[config.mk]
export PLATFORM = sky130hd
export DESIGN_NAME = seq_shift_add_mult
export DESIGN_NICKNAME = d
export VERILOG_FILES = /design/src/rtl/seq_shift_add_mult.sv
export SDC_FILE = /design/constraint.sdc
export NUM_CORES = 1
export LEC_CHECK = 0
export BUFFER_PORTS_ARGS = -buffer_cell sky130_fd_sc_hd__buf_2
export CORE_AREA = 2 2 63 65
export DETAILED_ROUTE_END_ITERATION = 7
export DIE_AREA = 0 0 65 67
export PLACE_DENSITY = 0.61
export SETUP_SLACK_MARGIN = 0.5
export SYNTH_ARGS = -nofsm -noshare
export SYNTH_HDL_FRONTEND = slang
export SYNTH_SLANG_ARGS = --single-unit
[constraint.sdc]
create_clock -name CK -period 3.5 [get_ports CK]
set_input_delay 0.35 -clock CK [delete_from_list [all_inputs] [get_ports CK]]
set_output_delay 0.35 -clock CK [all_outputs]
set_load 0.005 [all_outputs]
[src/rtl/seq_shift_add_mult.sv]
`timescale 1ns/1ps
// -----------------------------------------------------------------------------
// seq_shift_add_mult
// Sequential shift-add multiplier. It takes one iteration per clock and
// produces a 2*WIDTH-bit product from two WIDTH-bit operands. A run-time mode
// selects signed (two's-complement) or unsigned operands. The product is
// registered and held. A READY/BUSY/DONE handshake reports progress.
//
// Ports
//   CK     in   rising-edge clock
//   RN     in   asynchronous active-low reset
//   START  in   load operands and begin (restarts an in-flight operation)
//   SIGNED in   two's-complement mode, sampled with START
//   A      in   multiplicand, sampled with START
//   B      in   multiplier, sampled with START
//   P      out  product register; updated only on completion
//   READY  out  idle or finishing; a START is accepted
//   BUSY   out  iterating
//   DONE   out  one-cycle pulse while P first shows a new product
//   CNT    out  iteration counter, exposed for test
// -----------------------------------------------------------------------------
module seq_shift_add_mult #(
  parameter int WIDTH     = 4,
  parameter int SIGNED_EN = 1
) (
  input  logic                         CK,
  input  logic                         RN,
  input  logic                         START,
  input  logic                         SIGNED,
  input  logic [WIDTH-1:0]             A,
  input  logic [WIDTH-1:0]             B,
  output logic [2*WIDTH-1:0]           P,
  output logic                         READY,
  output logic                         BUSY,
  output logic                         DONE,
  output logic [$clog2(WIDTH+1)-1:0]   CNT
);

  localparam int CW = $clog2(WIDTH + 1);
  localparam logic [CW-1:0] CNT_LAST = CW'(WIDTH - 1);
  localparam logic [CW-1:0] CNT_ONE  = CW'(1);

  typedef enum logic [1:0] {
    ST_IDLE = 2'd0,
    ST_RUN  = 2'd1,
    ST_FIN  = 2'd2
  } state_t;

  state_t              state_q, state_d;
  logic [WIDTH:0]      acc_q, acc_d;     // upper half plus a guard bit
  logic [WIDTH-1:0]    mr_q, mr_d;       // multiplier, shifts out as product lower half
  logic [WIDTH-1:0]    ar_q, ar_d;       // multiplicand
  logic [CW-1:0]       cnt_q, cnt_d;
  logic                mode_q, mode_d;   // 1 = signed operation
  logic [2*WIDTH-1:0]  p_q, p_d;
  logic                done_q, done_d;

  logic [WIDTH:0]      ar_ext_s;
  logic [WIDTH:0]      sum_s;
  logic                signed_mode_s;

  // SIGNED only takes effect when the signed feature is built in
  assign signed_mode_s = SIGNED & (SIGNED_EN != 0);

  // Extend the multiplicand to the accumulator width for the current mode
  always_comb begin
    if (mode_q) begin
      ar_ext_s = {ar_q[WIDTH-1], ar_q};
    end else begin
      ar_ext_s = {1'b0, ar_q};
    end
  end

  // Next-state, datapath and output-register logic
  always_comb begin
    state_d = state_q;
    acc_d   = acc_q;
    mr_d    = mr_q;
    ar_d    = ar_q;
    cnt_d   = cnt_q;
    mode_d  = mode_q;
    p_d     = p_q;
    done_d  = 1'b0;
    sum_s   = acc_q;

    // The product update and the DONE pulse happen on leaving FIN even if
    // a new START is accepted on that same edge.
    if (state_q == ST_FIN) begin
      p_d    = {acc_q[WIDTH-1:0], mr_q};
      done_d = 1'b1;
    end else begin
      p_d    = p_q;
      done_d = 1'b0;
    end

    if (START) begin
      // Accepted in every state: a START during RUN aborts the current operation.
      ar_d    = A;
      mr_d    = B;
      acc_d   = '0;
      cnt_d   = '0;
      mode_d  = signed_mode_s;
      state_d = ST_RUN;
    end else begin
      case (state_q)
        ST_IDLE: begin
          state_d = ST_IDLE;
        end
        ST_RUN: begin
          if (mr_q[0]) begin
            // The MSB of a signed multiplier has negative weight, so the
            // final partial product is subtracted.
            if (mode_q && (cnt_q == CNT_LAST)) begin
              sum_s = acc_q - ar_ext_s;
            end else begin
              sum_s = acc_q + ar_ext_s;
            end
          end else begin
            sum_s = acc_q;
          end
          acc_d = {(mode_q ? sum_s[WIDTH] : 1'b0), sum_s[WIDTH:1]};
          mr_d  = {sum_s[0], mr_q[WIDTH-1:1]};
          cnt_d = cnt_q + CNT_ONE;
          if (cnt_q == CNT_LAST) begin
            state_d = ST_FIN;
          end else begin
            state_d = ST_RUN;
          end
        end
        ST_FIN: begin
          state_d = ST_IDLE;
        end
        default: begin
          state_d = ST_IDLE;
        end
      endcase
    end
  end

  // State and datapath registers with asynchronous reset
  always_ff @(posedge CK or negedge RN) begin
    if (!RN) begin
      state_q <= ST_IDLE;
      acc_q   <= '0;
      mr_q    <= '0;
      ar_q    <= '0;
      cnt_q   <= '0;
      mode_q  <= 1'b0;
      p_q     <= '0;
      done_q  <= 1'b0;
    end else begin
      state_q <= state_d;
      acc_q   <= acc_d;
      mr_q    <= mr_d;
      ar_q    <= ar_d;
      cnt_q   <= cnt_d;
      mode_q  <= mode_d;
      p_q     <= p_d;
      done_q  <= done_d;
    end
  end

  assign P     = p_q;
  assign DONE  = done_q;
  assign BUSY  = (state_q == ST_RUN);
  assign READY = (state_q != ST_RUN);
  assign CNT   = cnt_q;

endmodule

== Word level (Yosys, flattened, before mapping) ==
Index checks and enable logic that the tools add are counted.

* Register bits after elaboration: 28
* Latch bits: 0
* RAM bits: 0
* Memory bits (read-only): 0
* Input port bits: 12
* Output and inout port bits: 14
* Logic and storage cells: 31
* Memories: 0

* Add/sub/neg operators: 3
* $mul: 0
* Divide/modulo/power cells: 0
* Magnitude comparators: 0
* Equality and inequality tests: 4
* Shift-type cells: 0
* Muxes and demuxes: 14
* Bitwise gates (word level): 0
* Reductions and logical operators: 2

{| class="wikitable"
|+ Operators by type and width
! cell !! number
|-
| 5-bit 2-to-1 mux || 5
|-
| 4-bit 2-to-1 mux || 2
|-
| 2-bit 2-to-1 mux || 3
|-
| 3-bit 2-to-1 mux || 2
|-
| 5-bit adder || 1
|-
| 5-bit subtractor || 1
|-
| 3-bit by 1-bit adder with 3-bit output, second input constant || 1
|-
| 3-bit by 2-bit == test with 1-bit output, second input constant || 1
|-
| 2-bit by 1-bit == test with 1-bit output, second input constant || 1
|-
| 2-bit == test, second input constant || 1
|-
| 1-bit 2-to-1 mux || 2
|-
| 2-bit by 1-bit inequality test with 1-bit output, second input constant || 1
|-
| 2-bit nonzero test || 1
|-
| 1-bit logical AND || 1
|}

== Depth between registers and ports, before layout ==
* Word-level depth: 7
* Mapped depth: 10
* Gate-level depth less buffers: 10

== Least setup slack after synthesis ==
Ideal clock, no wire load.

* Path type: register to register
* From: register cnt_q[0], in the netlist CNT[0]
* To: register acc_q[3]
* Library setup time: 0.080 ns
* Arrival time: 2.366 ns
* Required time: 3.420 ns
* Path slack: 1.054 ns
* Stages on the path, launching flop included: 11
* Path buffers: 0
* Period minus slack after synthesis: 2.446 ns
* Cells stage by stage: dfrtp_1 ha_1 ha_1 nand2_1 mux2i_1 fa_1 a21o_1 a21oi_1 nor4b_2 or3_1 o211ai_2

* Longest elaborated chain between the ends: 6

{| class="wikitable"
|+ RTL lines
! what !! line !! RTL
|-
| start: declaration || 53 || <nowiki>logic [CW-1:0] cnt_q, cnt_d;</nowiki>
|-
| start signal: assignment || 156 || <nowiki>cnt_q <= cnt_d;</nowiki>
|-
| 3-bit by 2-bit == test with 1-bit output || 113 || <nowiki>if (mode_q && (cnt_q == CNT_LAST)) begin</nowiki>
|-
| 1-bit logical AND || 113 ||
|-
| 5-bit 2-to-1 mux || 113 ||
|-
| 5-bit 2-to-1 mux || 110 || <nowiki>if (mr_q[0]) begin</nowiki>
|-
| 5-bit 2-to-1 mux || 105 || <nowiki>case (state_q)</nowiki>
|-
| 5-bit 2-to-1 mux || 96 || <nowiki>if (START) begin</nowiki>
|-
| end signal: assignment || 144 || <nowiki>acc_q <= '0;</nowiki>
|-
| end signal: assignment || 153 || <nowiki>acc_q <= acc_d;</nowiki>
|-
| end: declaration || 50 || <nowiki>logic [WIDTH:0] acc_q, acc_d;</nowiki>
|}

Every way passes these cells. The select of a mux whose other input is x is not followed.
A chain may end at the register's enable or synchronous reset.

== Worst setup path after layout ==
Same ends and word-level chain as after synthesis.

==> qor.yml <==
global_route:
  grt_overflow_total: 0
  grt_pass1_wl_um: 4478
  grt_pass1_vias: 995
  antenna_found_initial: 0
  grt_util_all_layers: 0.1352
  grt_max_degree: 29
route:
  ant_nets: 0
  route.top_layer_used: "met4"
  firstDrtPassIters: 4
  drt-met1-wl_um: 1202
  met2WireLength_um: 1292
  wl_um: 2602
  wl_per_cell_um: 12.75
  drt-initial-drc-count: 23
  viasPerCell: 4.990
  drc: 0
  via_count: 1018
  dr_wl_met3_um: 81
cts:
  cts.clk_slew.worst_paths_ns: 0.10
  cts_resized: 0
  cts-htree-levels: 1
  insertion_delay_ns: 0.27
  hold_buffers: 0
  postCtsSetupRepairBufs: 0
  clock_sinks: 28
  cts_buffers: 3
  cts_root_buf: "clkbuf_8"
  cts_tree: "done"
  cts_max_path_buffers: 2
setup_path:
  cp_top_family: "adder cells"
  cp.required_ns: 3.70
  r2r_setup_slack_ns: 0.87
  crit_fanout: 5
  critPathBufInv: 0
  crit_arrival_ns: 2.84
  path_cells: "ha_1, ha_1, nand2_1, mux2i_1, fa_1, a21o_1, a21oi_1, nor4b_2, or3_1, o211ai_2"
  crit_top_cell: "ha_1"
  slowest_delay_ns: 0.44
  r2r_cells: 10
  reg2reg_from: "CNT[0]$_DFFE_PN0P_"
  start_kind: "flip-flop"
  path_class: "flip-flop to flip-flop"
  worstSetupEndpointType: "flip-flop"
  r2r_end: "acc_q[3]$_DFFE_PN0P_"
  critPathSlowestCell: "fa_1"
layout:
  multiInputGateArea_um2: 669.4
  diodes: 0
  drive_gt1_frac: 0.2756
  filler_cell_count: 350
  syn_to_final_growth_pct: 15.84
  final_cells: 204
  register_area_um2: 700.7
  finalNetCount: 177
pwr:
  power_density_nw_per_um2: 671.0
  peakVddDrop_v: 0.0003022
  power_leakage_nw: 0.8440
synth:
  ys_ff_latch: 28
  syn_avg_cell_area_um2: 10.67
  syn_inst: 134
  synth_cell_type_count: 33
  ys.warnings.count: 0
  synth_most_common_cell: "dfrtp_1"
  synth_edf_count: 0
  dominantRegCellSynth: "dfrtp_1"
  ys_seq_area_frac: 0.4899
  synth_nets: 154
  yosysTopAreaCell: "dfrtp_1"
  async_reset_ff_frac: 1.000
  synth.top_cell.area_share: 0.4899
  synth_area_leaders: "dfrtp_1 (49%), mux2_2 (7.9%), ha_1 (6.1%)"
  netlist_area_um2: 1430
  synthTopCellsByCount: "dfrtp_1 (28), nand2_1 (13), nor2_1 (11)"
floorplan:
  core_um2: 3606
  start_util: 0.3966
  ios: 26
  fp.dieH_um: 67
  die_area_um2: 4355
  die_w_um: 65
  row_count: 22
worst_hold_path:
  hold_path_class: "input port to asynchronous set/reset pin"
place:
  io_buffers: 25
  gp_congestion: 0.8106
  hpwlAfterDp_um: 1919
  placed_cells: 200
timing:
  maxSlewHeadroom: 0.5958
  slew_viol_final: 0
  finalCritPeriodShare: 0.7527
  worst_pin_slew_ns: 0.6063
  fmax_mhz: 379.6
  skew_ns: 0.003761
  rsz0062_at_grt: "false"
  hold_violations: 0
  setup_tns_ns: 0
  setup_violations: 0
  finalCriticalPeriod_ns: 2.634
flow_run:
  max_cap_viol_count: 0
run_status:
  outcome: "complete, no violations"
[flip-flops by register name (all words and copies together) (netlist names)]
signal   count
P            8
CNT          3
acc_q        5
mode_q       1
DONE         1
mr_q         4
ar_q         4
state_q      2
[kinds of logic (layout without fill, tap and decap cells)]
family	count (synthesis)	after routing	synth area share
and+or+nand+nor	38	38	0.1321
AOI/OAI and AO/OA	26	26	0.1225
muxes	15	15	0.1137
xor gates and xnor gates	4	4	0.02450
buffers and inverters	15	37	0.04199
DFF	28	28	0.4899
adders and majority gates	8	8	0.07524
[worst max-delay path by stage]
stage / to / start / slack (ns) / cells past startpoint
floorplan: acc_q[3]$_DFFE_PN0P_ / CNT[0]$_DFFE_PN0P_ / 1.05 / 10
global placement: acc_q[3]$_DFFE_PN0P_ / CNT[0]$_DFFE_PN0P_ / 0.99 / 10
detailed placement: acc_q[4]$_DFFE_PN0P_ / CNT[0]$_DFFE_PN0P_ / 0.90 / 10
CTS: acc_q[4]$_DFFE_PN0P_ / CNT[0]$_DFFE_PN0P_ / 0.85 / 10
global route: acc_q[4]$_DFFE_PN0P_ / CNT[0]$_DFFE_PN0P_ / 0.69 / 10
finish: acc_q[3]$_DFFE_PN0P_ / CNT[0]$_DFFE_PN0P_ / 0.87 / 10
[metrics by stage]
step | power (W) | worst slack [ns] | hold slack (ns) | instance area [um^2] | utilization
final | 0.001112 | 0.8655 | 0.07730 | 1657 | 0.4594
after global routing | 0.001201 | 0.6915 | 0.1251 | 1657 | 0.4594
after CTS | 0.001126 | 0.8481 | 0.1043 | 1657 | 0.4594
after detailed placement | 0.0008641 | 0.8974 | 0.4092 | 1585 | 0.4396
after global placement | 0.0008520 | 0.9925 | 0.3923 | 1585 | 0.4396
after floorplan | 0.0007522 | 1.054 | 0.05441 | 1430 | -
[layout by cell type, fill, tap and decap left out]
master,synthesis,final
nand3b_1,2,2
nor4b_2,1,1
o211ai_2,1,1
and2_1,1,1
o211a_1,1,1
nand3_1,1,1
nor3_1,1,1
fa_1,1,1
mux2i_1,5,5
dfrtp_1,28,28
or3_1,3,3
nand2b_1,3,3
o21bai_1,1,1
a311oi_1,1,1
nand2_1,13,13
clkbuf_8,0,3
bufinv_16,0,1
nor2_1,11,11
o21a_1,1,1
o211ai_1,1,1
nand2b_2,1,1
a21oi_1,5,5
a211oi_1,5,5
o21ai_0,7,7
xnor2_1,3,3
o31ai_1,1,1
ha_1,7,7
a21oi_2,1,1
a21o_1,1,1
buf_2,3,25
inv_1,8,8
mux2_2,10,10
xor2_1,1,1
nor2b_1,1,1
[cell type report]
class                           count  share of cell area
Tap cell                           48             0.03625
Inverter                            8             0.01813
Multi-Input combinational cell     91              0.4041
Timing Repair Buffer               25             0.07553
Sequential cell                    28              0.4230
Clock buffer                        3             0.02492
Clock inverter                      1             0.01813
[power breakdown]
group          leakage, nW  total, W  internal, W  switching (W)
Clock               0.0357  0.000254     0.000153       0.000101
Sequential           0.362  0.000466     0.000398      0.0000684
Combinational        0.447  0.000391     0.000192       0.000199
Total                0.844   0.00111     0.000743       0.000369
[per-layer routing]
metal	track usage	vias up
met5	0	-
met4	0.06383	0
met3	0.01520	2
met2	0.2345	21
met1	0.1677	486
li1	-	509
Note: power is estimated with default switching activity, not from simulation.
